**src/rtl/wb_pkg.sv**
```systemverilog
// Purpose : shared writeback-select encodings and register-file geometry.
// Latency : n/a (declarations only).
// Backpressure: n/a.
package wb_pkg;

    localparam int XLEN   = 32;
    localparam int REG_AW = 5;

    // Writeback mux select encodings, shared with the writeback mux and decoder.
    localparam logic [1:0] WB_MEM = 2'b00;
    localparam logic [1:0] WB_ALU = 2'b01;
    localparam logic [1:0] WB_PC4 = 2'b10;

    // Only ALU and PC+4 are legal selects coming from the pipeline side.
    function automatic logic wb_sel_legal(input logic [1:0] sel);
        return (sel == WB_ALU) || (sel == WB_PC4);
    endfunction

endpackage

```
**src/rtl/wb_load_fifo.sv**
```systemverilog
// Purpose : small power-of-two FIFO holding load responses; wrap-around pointers
//           carrying one extra bit to tell full from empty.
// Latency : head_dat shows the oldest entry combinationally; push visible next cycle.
// Backpressure: push ignored while full, pop ignored while empty (callers gate both).
// Ports   : clk/rst, push/push_dat (write side), pop/head_dat (read side), full, empty.
module wb_load_fifo #(
    parameter int WIDTH = 37,
    parameter int DEPTH = 2
) (
    input  logic             clk,
    input  logic             rst,
    input  logic             push,
    input  logic [WIDTH-1:0] push_dat,
    input  logic             pop,
    output logic [WIDTH-1:0] head_dat,
    output logic             full,
    output logic             empty
);

    localparam int AW = $clog2(DEPTH);

    logic [WIDTH-1:0] mem [DEPTH];
    logic [AW:0]      wr_ptr;
    logic [AW:0]      rd_ptr;

    always_ff @(posedge clk or posedge rst) begin
        if (rst) begin
            wr_ptr <= '0;
            rd_ptr <= '0;
        end else begin
            if (push && !full) begin
                wr_ptr <= wr_ptr + (AW+1)'(1);
            end
            if (pop && !empty) begin
                rd_ptr <= rd_ptr + (AW+1)'(1);
            end
        end
    end

    // Storage needs no reset: entries are only observed once written.
    always_ff @(posedge clk) begin
        if (push && !full) begin
            mem[wr_ptr[AW-1:0]] <= push_dat;
        end
    end

    assign head_dat = mem[rd_ptr[AW-1:0]];
    assign empty    = (wr_ptr == rd_ptr);
    assign full     = (wr_ptr[AW] != rd_ptr[AW]) && (wr_ptr[AW-1:0] == rd_ptr[AW-1:0]);

endmodule

```
**src/rtl/wb_port_arbiter.sv**
```systemverilog
// Purpose : arbitrates the single regfile write port between pipeline commits and
//           buffered load responses; tracks registers with loads outstanding.
// Latency : grant is combinational; wb_* / rf_* outputs register one cycle after grant.
// Backpressure: ld_ready = !fifo_full (not pop-aware); pipe_ready low stalls the pipeline.
// Ports   : ld_issue/ld_issue_rd (scoreboard set), ld_valid/ld_rd/ld_data/ld_ready
//           (response buffer), pipe_* (commit request), rd_busy (to hazard unit),
//           wb_sel/wb_mem/wb_alu/wb_pc4 (writeback mux), rf_we/rf_rd (regfile port).
module wb_port_arbiter
    import wb_pkg::*;
#(
    parameter int XLEN       = wb_pkg::XLEN,
    parameter int FIFO_DEPTH = 2,
    parameter int MAX_STALL  = 4
) (
    input  logic              clk,
    input  logic              rst,
    input  logic              ld_issue,
    input  logic [REG_AW-1:0] ld_issue_rd,
    input  logic              ld_valid,
    input  logic [REG_AW-1:0] ld_rd,
    input  logic [XLEN-1:0]   ld_data,
    output logic              ld_ready,
    input  logic              pipe_valid,
    input  logic [REG_AW-1:0] pipe_rd,
    input  logic [1:0]        pipe_wb_sel,
    input  logic [XLEN-1:0]   pipe_alu,
    input  logic [XLEN-1:0]   pipe_pc4,
    output logic              pipe_ready,
    output logic [31:0]       rd_busy,
    output logic [1:0]        wb_sel,
    output logic [XLEN-1:0]   wb_mem,
    output logic [XLEN-1:0]   wb_alu,
    output logic [XLEN-1:0]   wb_pc4,
    output logic              rf_we,
    output logic [REG_AW-1:0] rf_rd
);

    localparam int            SW        = $clog2(MAX_STALL + 1);
    localparam logic [SW-1:0] STALL_MAX = SW'(MAX_STALL);

    typedef struct packed {
        logic [REG_AW-1:0] rd;
        logic [XLEN-1:0]   data;
    } ld_resp_t;

    ld_resp_t      push_ent;
    ld_resp_t      head_ent;
    logic          fifo_full;
    logic          fifo_empty;
    logic          l_elig;
    logic          p_elig;
    logic          grant_l;
    logic          grant_p;
    logic [SW-1:0] starve_cnt;
    logic [31:0]   busy_q;
    logic [31:0]   busy_set;
    logic [31:0]   busy_clr;

    // ---------------- load response buffer ----------------
    assign push_ent = '{rd: ld_rd, data: ld_data};
    assign ld_ready = !fifo_full;

    wb_load_fifo #(
        .WIDTH ($bits(ld_resp_t)),
        .DEPTH (FIFO_DEPTH)
    ) u_load_fifo (
        .clk      (clk),
        .rst      (rst),
        .push     (ld_valid && ld_ready),
        .push_dat (push_ent),
        .pop      (grant_l),
        .head_dat (head_ent),
        .full     (fifo_full),
        .empty    (fifo_empty)
    );

    // ---------------- grant ----------------
    // A commit to a register with a load still in flight would be overwritten
    // by the later load response, so it waits until the load has written back.
    assign l_elig = !fifo_empty;
    assign p_elig = pipe_valid && !((pipe_rd != '0) && busy_q[pipe_rd]);

    always_comb begin
        grant_l = 1'b0;
        grant_p = 1'b0;
        if (l_elig && p_elig && (starve_cnt == STALL_MAX)) begin
            grant_p = 1'b1;
        end else if (l_elig) begin
            grant_l = 1'b1;
        end else if (p_elig) begin
            grant_p = 1'b1;
        end
    end

    assign pipe_ready = grant_p;

    // Counts consecutive cycles an eligible commit lost to the load side.
    always_ff @(posedge clk or posedge rst) begin
        if (rst) begin
            starve_cnt <= '0;
        end else if (p_elig && !grant_p) begin
            if (starve_cnt != STALL_MAX) begin
                starve_cnt <= starve_cnt + SW'(1);
            end
        end else begin
            starve_cnt <= '0;
        end
    end

    // ---------------- scoreboard ----------------
    // Set is applied after clear so a same-cycle reissue to the retiring reg stays busy.
    always_comb begin
        busy_set = '0;
        busy_clr = '0;
        if (ld_issue) begin
            busy_set[ld_issue_rd] = 1'b1;
        end
        if (grant_l) begin
            busy_clr[head_ent.rd] = 1'b1;
        end
    end

    always_ff @(posedge clk or posedge rst) begin
        if (rst) begin
            busy_q <= '0;
        end else begin
            busy_q <= ((busy_q & ~busy_clr) | busy_set) & {{31{1'b1}}, 1'b0};
        end
    end

    assign rd_busy = busy_q;

    // ---------------- output stage ----------------
    always_ff @(posedge clk or posedge rst) begin
        if (rst) begin
            wb_sel <= WB_ALU;
            wb_mem <= '0;
            wb_alu <= '0;
            wb_pc4 <= '0;
            rf_we  <= 1'b0;
            rf_rd  <= '0;
        end else if (grant_l) begin
            wb_sel <= WB_MEM;
            wb_mem <= head_ent.data;
            rf_rd  <= head_ent.rd;
            rf_we  <= (head_ent.rd != '0);
        end else if (grant_p) begin
            wb_sel <= pipe_wb_sel;
            wb_alu <= pipe_alu;
            wb_pc4 <= pipe_pc4;
            rf_rd  <= pipe_rd;
            rf_we  <= (pipe_rd != '0) && wb_sel_legal(pipe_wb_sel);
        end else begin
            rf_we  <= 1'b0;
        end
    end

    // ---------------- protocol checks ----------------
    a_legal_sel: assert property (@(posedge clk) disable iff (rst)
        grant_p |-> wb_sel_legal(pipe_wb_sel));

    a_no_reissue: assert property (@(posedge clk) disable iff (rst)
        (ld_issue && (ld_issue_rd != '0)) |-> !busy_q[ld_issue_rd]);

endmodule
```
**config.mk**
```make
export PLATFORM = sky130hd
export DESIGN_NAME = wb_port_arbiter
export DESIGN_NICKNAME = d
export VERILOG_FILES = /design/src/rtl/wb_pkg.sv /design/src/rtl/wb_load_fifo.sv /design/src/rtl/wb_port_arbiter.sv
export SDC_FILE = /design/constraint.sdc
export NUM_CORES = 1
export LEC_CHECK = 0
export BUFFER_PORTS_ARGS = -buffer_cell sky130_fd_sc_hd__buf_2
export CORE_MARGIN = 8
export CORE_UTILIZATION = 35
export DETAILED_ROUTE_END_ITERATION = 7
export HOLD_SLACK_MARGIN = 0.02
export SYNTH_ARGS = -nofsm -noshare
export SYNTH_HDL_FRONTEND = slang
export SYNTH_SLANG_ARGS = --single-unit
```
**constraint.sdc**
```tcl
create_clock -name clk -period 6.1 [get_ports clk]
set_input_delay 0.61 -clock clk [delete_from_list [all_inputs] [get_ports clk]]
set_output_delay 0.61 -clock clk [all_outputs]
set_load 0.01 [all_outputs]
```
# Word-level counts from Yosys, hierarchy flattened
# Memories as Yosys holds them, arrays and structs flattened.
# Cells that the tools add are included.
op_classes:
  bitwise: 4
  n_reduce_logical: 21
  addsub: 3
  eq_ne: 8
  muxes: 23
  n_lt_le_gt_ge: 5
ops:
  columns: ["operator", "count"]
  rows:
  - ["$mux W32", 2]
  - ["$and A32 B32 Y32", 1]
  - ["$not A32 Y32", 1]
  - ["$or A32 B32 Y32", 1]
  - ["$lt A5 B6 Y1 const B", 3]
  - ["$logic_and A1 B1 Y1", 12]
  - ["$mux W1", 12]
  - ["$demux W1 S5", 2]
  - ["$ge A5 B1 Y1 const B", 2]
  - ["$mux W5", 2]
  - ["$reduce_bool A5 Y1", 2]
  - ["$mux W3", 2]
  - ["$bmux W1 S5", 1]
  - ["$add A2 B1 Y2 const B", 2]
  - ["$logic_not A1 Y1", 4]
  - ["$mux W2", 2]
  - ["$add A3 B1 Y3 const B", 1]
  - ["$eq A3 B3 Y1 const B", 1]
  - ["$ne A3 B3 Y1 const B", 1]
  - ["$eq A2 B1 Y1 const B", 1]
  - ["$eq A2 B2 Y1", 1]
  - ["$eq A2 B2 Y1 const B", 1]
  - ["$ne A2 B1 Y1 const B", 1]
  - ["$reduce_and A2 Y1", 1]
  - ["5 further kinds", 5]
word_totals:
  memories: 1
  register_bits: 142
  mem_bits_rw: 74
  wordCells: 75
  inputBits: 118
  output_inout_bits: 138
mem_list:
  columns: ["memory", "words", "word_bits", "read_ports", "rd_clocked_by_memory_dff", "write_ports", "line_no", "text"]
  rows:
  - ["u_load_fifo.mem", 2, 37, 1, 0, 1, "wb_load_fifo.sv:22", "logic [WIDTH-1:0] mem [DEPTH];"]

# Depth between registers and ports, before layout
logic_depth:
  depth_word: 12
  depth_mapped: 9
  depth_no_buf: 7

# Cells and area by module
# From an unflattened synthesis, not the netlist that was laid out.
hier_totals:
  cells_unflattened: 557
  hier_area_um2: 8718.4
by_module_without_submodules:
  columns: ["module", "area_each_um2", "cells_per_inst", "n_inst", "seq_area_each_um2"]
  rows:
  - ["wb_port_arbiter", 5803.1, 415, 1, 3454.6]
  - ["wb_load_fifo", 2915.3, 142, 1, 2322.2]

# Least setup slack after synthesis
# Ideal clock, no wire load.
synth_path:
  path_kind: "register to register"
  from: "register u_load_fifo.rd_ptr[1]"
  to: "memory u_load_fifo.mem[0][0], enable pin"
  period_less_slack_ns: 2.906
  setup_slack_ns: 3.194
  arrival_time_ns: 2.475
  n_path_buf: 0
  t_required_ns: 5.669
  setup_ns: 0.431
  path_stages_with_launch: 5
  cell_sequence: "dfrtp_1 -> xor2_1 -> nand2_1 -> nand2_1 -> nor2_1"
synth_via:
  elab_chain_cells: 7
synth_lines:
  columns: ["element", "line_no", "text"]
  rows:
  - ["start: declaration", "wb_load_fifo.sv:24", "logic [AW:0] rd_ptr;"]
  - ["start signal: assignment", "wb_load_fifo.sv:35", "rd_ptr <= rd_ptr + (AW+1)'(1);"]
  - ["$ne A1 B1 Y1 *", "wb_load_fifo.sv:49", "assign full = (wr_ptr[AW] != rd_ptr[AW]) && (wr_ptr[AW-1:0] == rd_ptr[AW-1:0]);"]
  - ["$logic_and A1 B1 Y1 *", "wb_load_fifo.sv:49", null]
  - ["$logic_not A1 Y1 *", "wb_port_arbiter.sv:61", "assign ld_ready = !fifo_full;"]
  - ["via ld_ready", "wb_port_arbiter.sv:22", "output logic ld_ready,"]
  - ["$logic_and A1 B1 Y1", "wb_port_arbiter.sv:69", ".push (ld_valid && ld_ready),"]
  - ["$logic_and A1 B1 Y1 *", "wb_load_fifo.sv:42", "if (push && !full) begin"]
  - ["$mux W1 *", "wb_load_fifo.sv:42", null]
  - ["$mux W1 (not written as such) *", "wb_load_fifo.sv:43", "mem[wr_ptr[AW-1:0]] <= push_dat;"]
  - ["end: declaration", "wb_load_fifo.sv:22", null]
# The timed path passes the listed nets; every way through them passes the cells marked *.

# Worst setup path in the final report
layout_path:
  from: "register u_load_fifo.wr_ptr[0]"
  to: "output port pipe_ready"
layout_via:
  elab_chain_cells: 5
  elab_cells_between_ends: 6
  classes_between: "eq/ne (1); mux (2); reduce/logical (3)"
layout_lines:
  columns: ["element", "line_no", "text"]
  rows:
  - ["start: declaration", "wb_load_fifo.sv:23", "logic [AW:0] wr_ptr;"]
  - ["start signal: assignment", "wb_load_fifo.sv:32", "wr_ptr <= wr_ptr + (AW+1)'(1);"]
  - ["$eq A2 B2 Y1 *", "wb_load_fifo.sv:48", "assign empty = (wr_ptr == rd_ptr);"]
  - ["$logic_not A1 Y1", "wb_port_arbiter.sv:80", "assign l_elig = !fifo_empty;"]
  - ["$logic_and A1 B1 Y1 (2 in a row)", "wb_port_arbiter.sv:86", "if (l_elig && p_elig && (starve_cnt == STALL_MAX)) begin"]
  - ["$mux W1 *", "wb_port_arbiter.sv:86", null]
  - ["end: declaration", "wb_port_arbiter.sv:28", "output logic pipe_ready,"]
# Mark *: on every way between the ends. The rest lies on a longest branch, timed or not.

==> run_results.csv <==
group,metric,value,unit
clocking,h-tree-depth,1,
place,place_area,12000,µm²
power_and_ir_drop,leakage,0.00535,µW
timing,relSlewSlack,0.220,
worst_setup_path,r2r-end,"wb_alu[23]",
place,place.detailed.hpwl,21200,µm
worst_setup_path,crit_type,"register to primary output",
timing,rsz0062_at_grt,"false",
route,via_count,8209,
timing,final.min_clock_period,4.32,ns
clocking,cts_resized,0,
floorplanning,io_pins,256,
timing,setup-violations-final,0,
synth,ys_seq_elements,216,
finish,final_area,13000,µm²
outcome,outcome,"finished clean",
clocking,cts_buffer_depth,3,
synth,synth_nets,993,
route,totalWireLength,32000,µm
synth,syn_area,10400,µm²
clocking,ctsHoldBuffers,0,
synth,ys_warn_count,0,
synth,syn_inst,873,
finish,final_common_cell,"buf_2",
synth,syn_area_per_cell,11.9,µm²
synth,synth_edf_count,74,
synth,yosys_most_used_dff,"dfrtp_1",
route,wl_per_cell,21.1,µm
clocking,cts_buffers,26,
timing,hold_viol_final,0,
route,viasPerCell,5.42,
timing,whs,0.267,ns
place,portBuffers,254,
clocking,clock_latency,0.53,ns
global_route,grt_pass1_vias,8482,
global_route,gr-total-overflow,0,
timing,worst_pin_slew,1.16,ns
worst_setup_path,startpoint,"u_load_fifo.wr_ptr[0]",
finish,final_cells,1514,
global_route,grt_pass1_wl,49900,µm
global_route,antenna_found_initial,2,
finish,drive_above_1_share,0.393,
floorplanning,design.core.area,29500,µm²
clocking,path_clk_slew,0.06,ns
finish,final_cell_mix,"buf_2 (254), dfrtp_1 (140), nor2_1 (107)",
timing,maxSlewViolCount,0,
synth,synth.distinct_cells,55,
floorplanning,die_h,188,µm
flow_run,maxCapViolCount,0,
worst_setup_path,r2r_cells,7,
route,route.detailed.drc,0,
place,place.gp.congestion,0.862,
finish,fin_util,0.441,
floorplanning,dieArea,35500,µm²
clocking,post_cts.repair.setup_buffers,0,
worst_setup_path,critPathMaxFanout,34,
finish,area_growth,24.9,%
worst_setup_path,end_kind,"primary output",
timing,fmax,232,MHz
timing,final.setup.tns,0,ns
clocking,cts_tree,"done",
finish,num-nets-final,1223,
route,drt_iter0_markers,490,
global_route,grt_max_degree,92,
power_and_ir_drop,peakVddDrop,297,µV
worst_setup_path,required,5.49,ns
worst_setup_path,arrival,3.71,ns
synth,synth-seq-area-share,0.555,
power_and_ir_drop,p_per_area,605,nW/µm²
floorplanning,initial_utilization,0.353,
global_route,track_usage,0.174,
route,antenna_left,0,
clocking,cts_root_buf,"clkbuf_16",
worst_setup_path,critPathLaunchType,"register",
timing,fin_crit_sh,0.707,
min_path,hp-class,"primary input to async pin",
synth,async_flop_share,0.657,
floorplanning,fp.dieW,188,µm
clocking,clkSinkCount,216,
worst_setup_path,r2r-start,"u_load_fifo.wr_ptr[0]",
floorplanning,row_count,63,
place,dp_cells,1465,
worst_setup_path,r2r_slack,2.30,ns
route,dr.pass1.iters,5,
timing,fin_skew,0.0152,ns
metrics by stage:
stage,setup slack (ns),power (µW)
floorplan,1.68,4920
global placement,1.94,6120
detailed placement,1.91,6200
CTS,1.70,7950
global route,1.51,8400
finish,1.78,7860
flip-flops by register name (all words and copies together) (netlist names):
register	count
u_load_fifo.mem	74
wb_alu	32
wb_mem	32
wb_pc4	32
rd_busy	31
rf_rd	5
starve_cnt	3
u_load_fifo.rd_ptr	2
u_load_fifo.wr_ptr	2
wb_sel	2
rf_we	1
per-layer routing:
metal	global-route usage	up-vias	wire, µm
li1	-	3760	-
met1	0.228	4081	13400
met2	0.287	310	15700
met3	0.0346	56	2140
met4	0.0520	2	815
met5	0	-	8
cells in the mapped netlist (2+ instances only):
cell type,number,area (µm²)
a2111oi_0,36,315
a211oi_1,4,30.0
a21oi_1,66,330
a221oi_1,5,43.8
a32o_1,2,20.0
and2_1,2,12.5
and3_1,2,12.5
buf_1,5,18.8
buf_2,13,65.1
buf_4,3,22.5
buf_6,9,101
clkbuf_1,39,146
dfrtp_1,141,3530
edfxtp_1,74,2220
ha_1,2,25.0
inv_1,7,26.3
mux2_1,2,22.5
mux2_2,41,462
mux2_4,60,901
mux2i_1,7,70.1
mux4_2,6,135
nand2_1,16,60.1
nand2b_1,3,18.8
nand3_1,15,75.1
nand3b_1,5,37.5
nor2_1,110,413
nor2b_1,2,12.5
nor3_1,84,420
nor3b_1,13,97.6
nor4_1,34,213
o21ai_0,2,10.0
o31ai_1,32,240
or2_2,2,12.5
or3b_2,2,17.5
xnor2_1,5,43.8
xor2_1,3,26.3
worst max-delay path by stage:
stage,endpoint,slack (ns),depth (start not counted)
after global placement,pipe_ready,1.94,8
final,pipe_ready,1.78,7
after detailed placement,wb_alu[23],1.91,8
after CTS,pipe_ready,1.70,7
after global routing,pipe_ready,1.51,6
after floorplan,rd_busy[10],1.68,1
critical path, cell delays in order, from the launching register on:
cell and delay (ns):
dfrtp_1 0.51, xor2_4 0.22, buf_4 0.26, o21ai_0 0.65, o21ai_1 0.24, o2bb2ai_4 0.69
buf_4 0.41, buf_2 0.19
layout make-up:
type                    instances  area [µm²]
repair buffers                271        1400
inverters                       7        31.3
flip-flops and latches        216        5780
fillers                      2750       16500
multi-input cells             581        4330
well taps                     390         488
clock inverters                16         241
clock buffers                  32         724
diodes                          1        2.50
power by group:
part | internal, µW | switching [µW]
sequential | 2180 | 433
combinational | 1540 | 1990
clock | 1100 | 625
kinds of logic after synthesis:
family,synth area share
other cells,0.000360
mux,0.153
xor+xnor,0.00673
buf+inv,0.0366
compound gates,0.110
flops,0.555
fa+ha+maj,0.00240
simple gates,0.136
Power figures use the tool's default switching activity.
